[config.mk]
export PLATFORM = sky130hd
export DESIGN_NAME = fetch_unit
export DESIGN_NICKNAME = d
export VERILOG_FILES = /design/src/rtl/cpu_types_pkg.sv /design/src/rtl/fetch_unit_ifid_latch.sv /design/src/rtl/fetch_unit.sv
export SDC_FILE = /design/constraint.sdc
export NUM_CORES = 1
export LEC_CHECK = 0
export BUFFER_PORTS_ARGS = -buffer_cell sky130_fd_sc_hd__buf_2
export CAP_MARGIN = 20
export CORE_ASPECT_RATIO = 0.7
export CORE_UTILIZATION = 50
export CTS_CLUSTER_SIZE = 10
export DETAILED_ROUTE_END_ITERATION = 10
export PLACE_DENSITY = 0.76
export SYNTH_ARGS = -nofsm -noshare
export SYNTH_HDL_FRONTEND = slang
export SYNTH_SLANG_ARGS = --single-unit
[constraint.sdc]
create_clock -name CLK -period 5.4 [get_ports CLK]
set_clock_uncertainty 0.2 [all_clocks]
set_input_delay 0.54 -clock CLK [delete_from_list [all_inputs] [get_ports CLK]]
set_output_delay 0.54 -clock CLK [all_outputs]
set_load 0.02 [all_outputs]
[src/rtl/cpu_types_pkg.sv]
// Shared CPU types: machine word, opcode field, HALT opcode and fetch FSM states.
package cpu_types_pkg;

  typedef logic [31:0] word_t;
  typedef logic [5:0]  opcode_t;

  localparam opcode_t HALT_OPCODE = 6'h3F;

  localparam logic [1:0] FETCH_ENC  = 2'd0;
  localparam logic [1:0] HOLD_ENC   = 2'd1;
  localparam logic [1:0] HALTED_ENC = 2'd2;

  typedef enum logic [1:0] {
    FETCH  = FETCH_ENC,
    HOLD   = HOLD_ENC,
    HALTED = HALTED_ENC
  } fetch_state_t;

  function automatic opcode_t opcode_of(input word_t w);
    return w[31:26];
  endfunction

endpackage

[src/rtl/fetch_unit_ifid_latch.sv]
// IF/ID pipeline register: clear drops valid only, enable loads a real instruction.
module ifid_latch
  import cpu_types_pkg::*;
(
  input  logic  CLK,
  input  logic  nRST,
  input  logic  en,
  input  logic  clr,
  input  word_t instr_i,
  input  word_t npc_i,
  output word_t instr_o,
  output word_t npc_o,
  output logic  valid_o
);

  word_t instr_q, instr_d;
  word_t npc_q, npc_d;
  logic  valid_q, valid_d;

  // Next-state selection; clear wins over enable.
  always_comb begin
    instr_d = instr_q;
    npc_d   = npc_q;
    valid_d = valid_q;
    if (clr) begin
      valid_d = 1'b0;
    end else if (en) begin
      instr_d = instr_i;
      npc_d   = npc_i;
      valid_d = 1'b1;
    end else begin
      valid_d = valid_q;
    end
  end

  // Register update with asynchronous reset.
  always_ff @(posedge CLK, negedge nRST) begin
    if (!nRST) begin
      instr_q <= 32'd0;
      npc_q   <= 32'd0;
      valid_q <= 1'b0;
    end else begin
      instr_q <= instr_d;
      npc_q   <= npc_d;
      valid_q <= valid_d;
    end
  end

  assign instr_o = instr_q;
  assign npc_o   = npc_q;
  assign valid_o = valid_q;

endmodule

[src/rtl/fetch_unit.sv]
// Instruction fetch stage: fetch/hold/halt FSM with a one-entry skid buffer
// feeding the IF/ID register.
module fetch_unit
  import cpu_types_pkg::*;
#(
  parameter opcode_t HALT_OP = HALT_OPCODE
) (
  input  logic  CLK,
  input  logic  nRST,
  input  word_t imemaddr,
  input  logic  ihit,
  input  word_t imemload,
  input  logic  stall,
  input  logic  flush,
  output logic  imemREN,
  output word_t iaddr,
  output logic  pcEN,
  output word_t ifid_instr,
  output word_t ifid_npc,
  output logic  ifid_valid
);

  fetch_state_t state_q, state_d;
  word_t        skid_instr_q, skid_instr_d;
  word_t        skid_npc_q, skid_npc_d;
  logic         latch_en, latch_clr;
  word_t        latch_instr, latch_npc;
  word_t        fetch_npc;

  assign fetch_npc = imemaddr + 32'd4;
  assign iaddr     = imemaddr;
  assign imemREN   = (state_q == FETCH);
  assign pcEN      = ((state_q == FETCH) && ihit) || flush;

  // FSM, skid buffer and IF/ID control; flush overrides everything.
  always_comb begin
    state_d      = state_q;
    skid_instr_d = skid_instr_q;
    skid_npc_d   = skid_npc_q;
    latch_en     = 1'b0;
    latch_clr    = 1'b0;
    latch_instr  = imemload;
    latch_npc    = fetch_npc;
    if (flush) begin
      latch_clr    = 1'b1;
      state_d      = FETCH;
      skid_instr_d = 32'd0;
      skid_npc_d   = 32'd0;
    end else begin
      case (state_q)
        FETCH: begin
          if (ihit && stall) begin
            skid_instr_d = imemload;
            skid_npc_d   = fetch_npc;
            state_d      = HOLD;
          end else if (ihit) begin
            latch_en = 1'b1;
            state_d  = (opcode_of(imemload) == HALT_OP) ? HALTED : FETCH;
          end else if (!stall) begin
            latch_clr = 1'b1;
          end else begin
            latch_clr = 1'b0;
          end
        end
        HOLD: begin
          if (!stall) begin
            latch_en    = 1'b1;
            latch_instr = skid_instr_q;
            latch_npc   = skid_npc_q;
            state_d     = (opcode_of(skid_instr_q) == HALT_OP) ? HALTED : FETCH;
          end else begin
            state_d = HOLD;
          end
        end
        HALTED: begin
          if (!stall) begin
            latch_clr = 1'b1;
          end else begin
            latch_clr = 1'b0;
          end
        end
        default: state_d = FETCH;
      endcase
    end
  end

  // State and skid buffer registers.
  always_ff @(posedge CLK, negedge nRST) begin
    if (!nRST) begin
      state_q      <= FETCH;
      skid_instr_q <= 32'd0;
      skid_npc_q   <= 32'd0;
    end else begin
      state_q      <= state_d;
      skid_instr_q <= skid_instr_d;
      skid_npc_q   <= skid_npc_d;
    end
  end

  ifid_latch u_ifid (
    .CLK     (CLK),
    .nRST    (nRST),
    .en      (latch_en),
    .clr     (latch_clr),
    .instr_i (latch_instr),
    .npc_i   (latch_npc),
    .instr_o (ifid_instr),
    .npc_o   (ifid_npc),
    .valid_o (ifid_valid)
  );

endmodule

* Word-level counts from Yosys, hierarchy flattened
Index checks and enable logic that the tools add are counted. W data, S select, Z words.
Word-level totals: output and inout bits 99, word-level logic and storage cells 54, input bits 69, register bits after elaboration 131
Cells by class: eq/ne operators 6, bitwise operators 1, reduce and logical (&&, ||, !) cells 10, add/subtract/negate cells 1, muxes and demuxes 30
Operators with widths (count):
- $mux W32 | 12
- $add A32 B3 Y32 const B | 1
- $eq A6 B6 Y1 const B | 2
- $mux W2 | 6
- $mux W1 | 9
- $pmux W2 S3 | 1
- $reduce_and A2 Y1 | 3
- $reduce_bool A2 Y1 | 3
- $ne A4 B3 Y1 const B | 1
- $pmux W1 S2 | 2
- $eq A2 B1 Y1 const B | 1
- $eq A2 B2 Y1 const B | 1
- $logic_and A1 B1 Y1 | 2
- $logic_not A2 Y1 | 1
- $ne A2 B2 Y1 const B | 1
- $logic_or A1 B1 Y1 | 1
- $not A1 Y1 | 1

* Depth between registers and ports, before layout
word-level depth 7, gate-level depth with buffers 8, depth with buffers taken out 6

* Hierarchy
A second synthesis with hierarchy kept.
Second synthesis, totals: cell total of the unflattened synthesis 549, area, all modules 6671.4 um2
Modules (own cells, without submodules):
- fetch_unit | sequential area each 1651.6 um2, times used 1, cells each 410, area each 3937.5 um2
- ifid_latch | sequential area each 1626.6 um2, times used 1, cells each 139, area each 2733.9 um2

* Least setup slack after synthesis
OpenSTA, ideal clock, no wires.
path kind input to register, start input imemaddr[2], end register skid_npc_q[16], library setup time 121 ps, stages on the path 7, buffers on the path 1, data arrival time 2034 ps, path slack 3045 ps, path through ha_1 > inv_1 > or4_4 > buf_6 > o21a_1 > or2_1 > a22o_1
On the way: word-level cells in the longest chain between the ends 4
RTL lines:
- start, declared | RTL line fetch_unit.sv:10 | input word_t imemaddr,
- $add A32 B3 Y32 | RTL line fetch_unit.sv:30 | assign fetch_npc = imemaddr + 32'd4;
- $mux W32 | RTL line fetch_unit.sv:52 | if (ihit && stall) begin
- $mux W32 | RTL line fetch_unit.sv:50 | case (state_q)
- $mux W32 | RTL line fetch_unit.sv:44 | if (flush) begin
- end signal, assigned | RTL line fetch_unit.sv:96 | skid_npc_q <= skid_npc_d;
- end, declared | RTL line fetch_unit.sv:25 | word_t skid_npc_q, skid_npc_d;
Every way passes these cells. The select of a mux whose other input is x is not followed. A chain may end at the register's enable or synchronous reset.

* Worst setup path in the final report
start register state_q[0], end register u_ifid.npc_q[21] (netlist: u_ifid.npc_o[21])
On the way: word-level cells in the longest chain between the ends 5
RTL lines:
- start, declared | RTL line fetch_unit.sv:23 | fetch_state_t state_q, state_d;
- start signal, assigned | RTL line fetch_unit.sv:94 | state_q <= state_d;
- $eq A2 B2 Y1 / $logic_not A2 Y1 (equally long branches) | RTL line fetch_unit.sv:50
- $pmux W1 S2 | RTL line fetch_unit.sv:50
- $mux W1 | RTL line fetch_unit.sv:44
- $not A1 Y1 (no line)
- $reduce_and A2 Y1 (no line)
- end signal, assigned | RTL line fetch_unit_ifid_latch.sv:44 | npc_q <= npc_d;
- end, declared | RTL line fetch_unit_ifid_latch.sv:17 | word_t npc_q, npc_d;
Several ways; a longest one is shown, not always the timed one.

==> out/qor.txt <==
WL/cell: 17.5 microns
Layout area overhead: 21.0%
Commonest cells after routing, fill and taps aside: buf_2, dfrtp_1, nand2_1
Number of synthesized flops with an enable pin: 0
Final Cycle Share: 48.4%
Via density: 5.79
Max-slew violations: 0
Port buffer count: 167
Clock Tree Root: clkbuf_16
Clock transition at path regs: 0.06 ns
Status: finished clean
Crit start category: flip-flop
Finished Layout Cells: 944
PD cells: 382 nW/um^2
Setup TNS: 0 ns
Die area: 13100 sq um
Chip height: 96.1 microns
Post-Route WL: 16600 microns
Yosys top cell by area: dfrtp_1
Core area: 12000 sq um
Critical path cell sequence: or4b_2 > buf_4 > nand3_1 > nor2_1 > mux2i_1 > nand2_1
H-tree Lvls: 4
Seq/Total Area, Yosys: 51.8%
Post-route ant nets: 0
Post-synthesis simple-gate area fraction: 20.4%
Place WS: 2.45 ns
CTS Buf Count: 17
Nets: 844
Post-synth cell types: 52
Vias post-DR: 5463
Leakage: 3.64 nW
Xor and xnor area share after synthesis: 2.63%
Number of synthesized register bits: 131
Ranking of synthesized cells by area: dfrtp_1, nand2_1, a22o_1
Normalized max-slew margin: 47.5%
CP required: 5.50 ns
Syn Area/Cell: 9.64 sq um
Core Rows: 33
Multiplexer share of the synthesized area: 1.13%
Syn Std Cell Area: 6330 sq um
Worst Setup SP: state_q[0]
Gr ovfl total: 0
Slew @ Worst Pin: 0.787 ns
Largest net degree at the start of global routing: 82
RSZ-0062 raised after global routing: no
Routability cong.: 0.898
Reg2reg start: state_q[0]
Die X: 136 microns
Share of layout cells above drive strength 1: 28.6%
Gr usage total: 26.7%
Main combinational cell family by area after synthesis: simple AND/OR/NAND/NOR gates
Maximum fanout along the worst path: 53
TritonCTS clock tree: yes
Primary FF master, synth: dfrtp_1
Cells after synthesis: 656
Fmax: 382 MHz
Clk buf depth: 2
# IOs: 168
Vias in the first global route: 5142
CP max stage cell: or4b_2
Commonest non-fill, non-tap cell in the layout: buf_2
Share of synthesized registers carrying an async set or reset: 100%
First-pass GRT wire length: 26500 microns
Drt first-iter violations: 539
Final Hold Viols: 0
VDD IR max: 272 uV
DP Cell Count: 910
Data arrival, critical path: 2.71 ns
Synth Warn #: 0
DRC: 0
Initial antenna violation count: 0
HP Start: imemload[6]
WS Path Type: flip-flop to flip-flop
Final setup vio count: 0
TritonRoute pass-1 iters: 5
Critical Path End Type: flip-flop
Number of diodes: 0
Post-detail-place hpwl: 10500 microns
Max-cap check violation count: 0
Final WS setup: 2.78 ns
R2R Setup Slk: 2.78 ns
Syn nets: 726
Minimum clock period: 2.62 ns
Initial Utilization: 52.7%
Clock Sinks: 131
Hold Crit Class: primary input to flip-flop
Yosys top cell area share: 51.8%
CP peak stage delay: 0.61 ns
Adder-Cell Fraction of Synth Area: 0.198%
Post-synthesis compound-gate area fraction: 16.7%
Worst skew pair latency: 0.41 ns
[area by class of cell]
type	count	area, sq um
timing repair buffer	175	917
tap	157	196
clock buffer	18	429
clock inverter	14	201
sequential	131	3280
multi-input combinational	448	2630
inverter	1	3.75
fill	1015	4360
[sequential cells by signal, summed over array words and instances (netlist names)]
register        flops
skid_instr_q       32
skid_npc_q         32
state_q             2
u_ifid.instr_o     32
u_ifid.npc_o       32
u_ifid.valid_o      1
[metal layers]
metal / up-vias / GRT usage, % / wire (microns)
met5: - / 0 / 0
met4: 0 / 9.81 / 223
met3: 19 / 5.63 / 1160
met2: 216 / 40.0 / 7650
met1: 2685 / 38.2 / 7520
li1: 2543 / - / -
[where the power goes]
group | leakage, nW | internal [mW] | switching (mW) | total, mW
clock network | 0.302 | 0.780 | 0.447 | 1.23
logic | 1.68 | 0.182 | 0.347 | 0.529
registers | 1.66 | 1.10 | 0.0687 | 1.17
total | 3.64 | 2.06 | 0.863 | 2.92
[cells in the mapped netlist (all sizes together), types with 12 or more instances]
cell    number
nand2      123
nor3        13
a22o        40
nand3       25
nand4       12
dfrtp      131
a22oi       19
buf         45
o21ai       38
nor2        59
a31oi       38
clkbuf      31
[critical path, delay by kind of cell (launching register included)]
| kind | cells | cell delay [ns] |
|---|---|---|
| flip-flops | 1 | 0.48 |
| AND/OR/NAND/NOR | 4 | 1.34 |
| buffers and inverters | 1 | 0.32 |
| multiplexers | 1 | 0.15 |
[cells by family (layout without fill, tap and decap cells)]
family,Yosys count,count (layout)
AND/OR/NAND/NOR,268,268
flip-flops,131,131
buffers and inverters,77,208
adder cells (fa/ha/maj),1,1
XOR/XNOR,19,19
multiplexers,7,7
AO/OA/AOI/OAI,153,153
[per-stage QoR]
stage,hold slack (ns),util [%],instance area (sq um),power (mW)
global route,0.148,63.7,7650,3.05
finish,0.157,63.7,7650,2.92
detailed placement,0.265,58.2,6990,1.71
floorplan,0.0444,-,6330,1.50
global placement,0.261,58.2,6990,1.70
CTS,0.144,63.5,7630,2.95
[timing repair]
item / CTS / global route
buffers inserted: 0 / 0
resized for setup: 0 / 0
hold endpoints to repair: 42 / 0
hold buffers: 1 / 0
[path summary, 6_finish.rpt]
| kind | depth (start not counted) | endpoint |
|---|---|---|
| worst max-delay path | 6 | u_ifid.npc_o[21] |
| worst min-delay path | 2 | skid_instr_q[6] |
| worst max register to register | 6 | u_ifid.npc_o[21] |
| worst min register to register | 2 | u_ifid.npc_o[8] |
| max in group asynchronous | 3 | skid_npc_q[27] |
| min in group asynchronous | 2 | skid_npc_q[12] |
No activity file was read; power rests on OpenSTA's default activity.
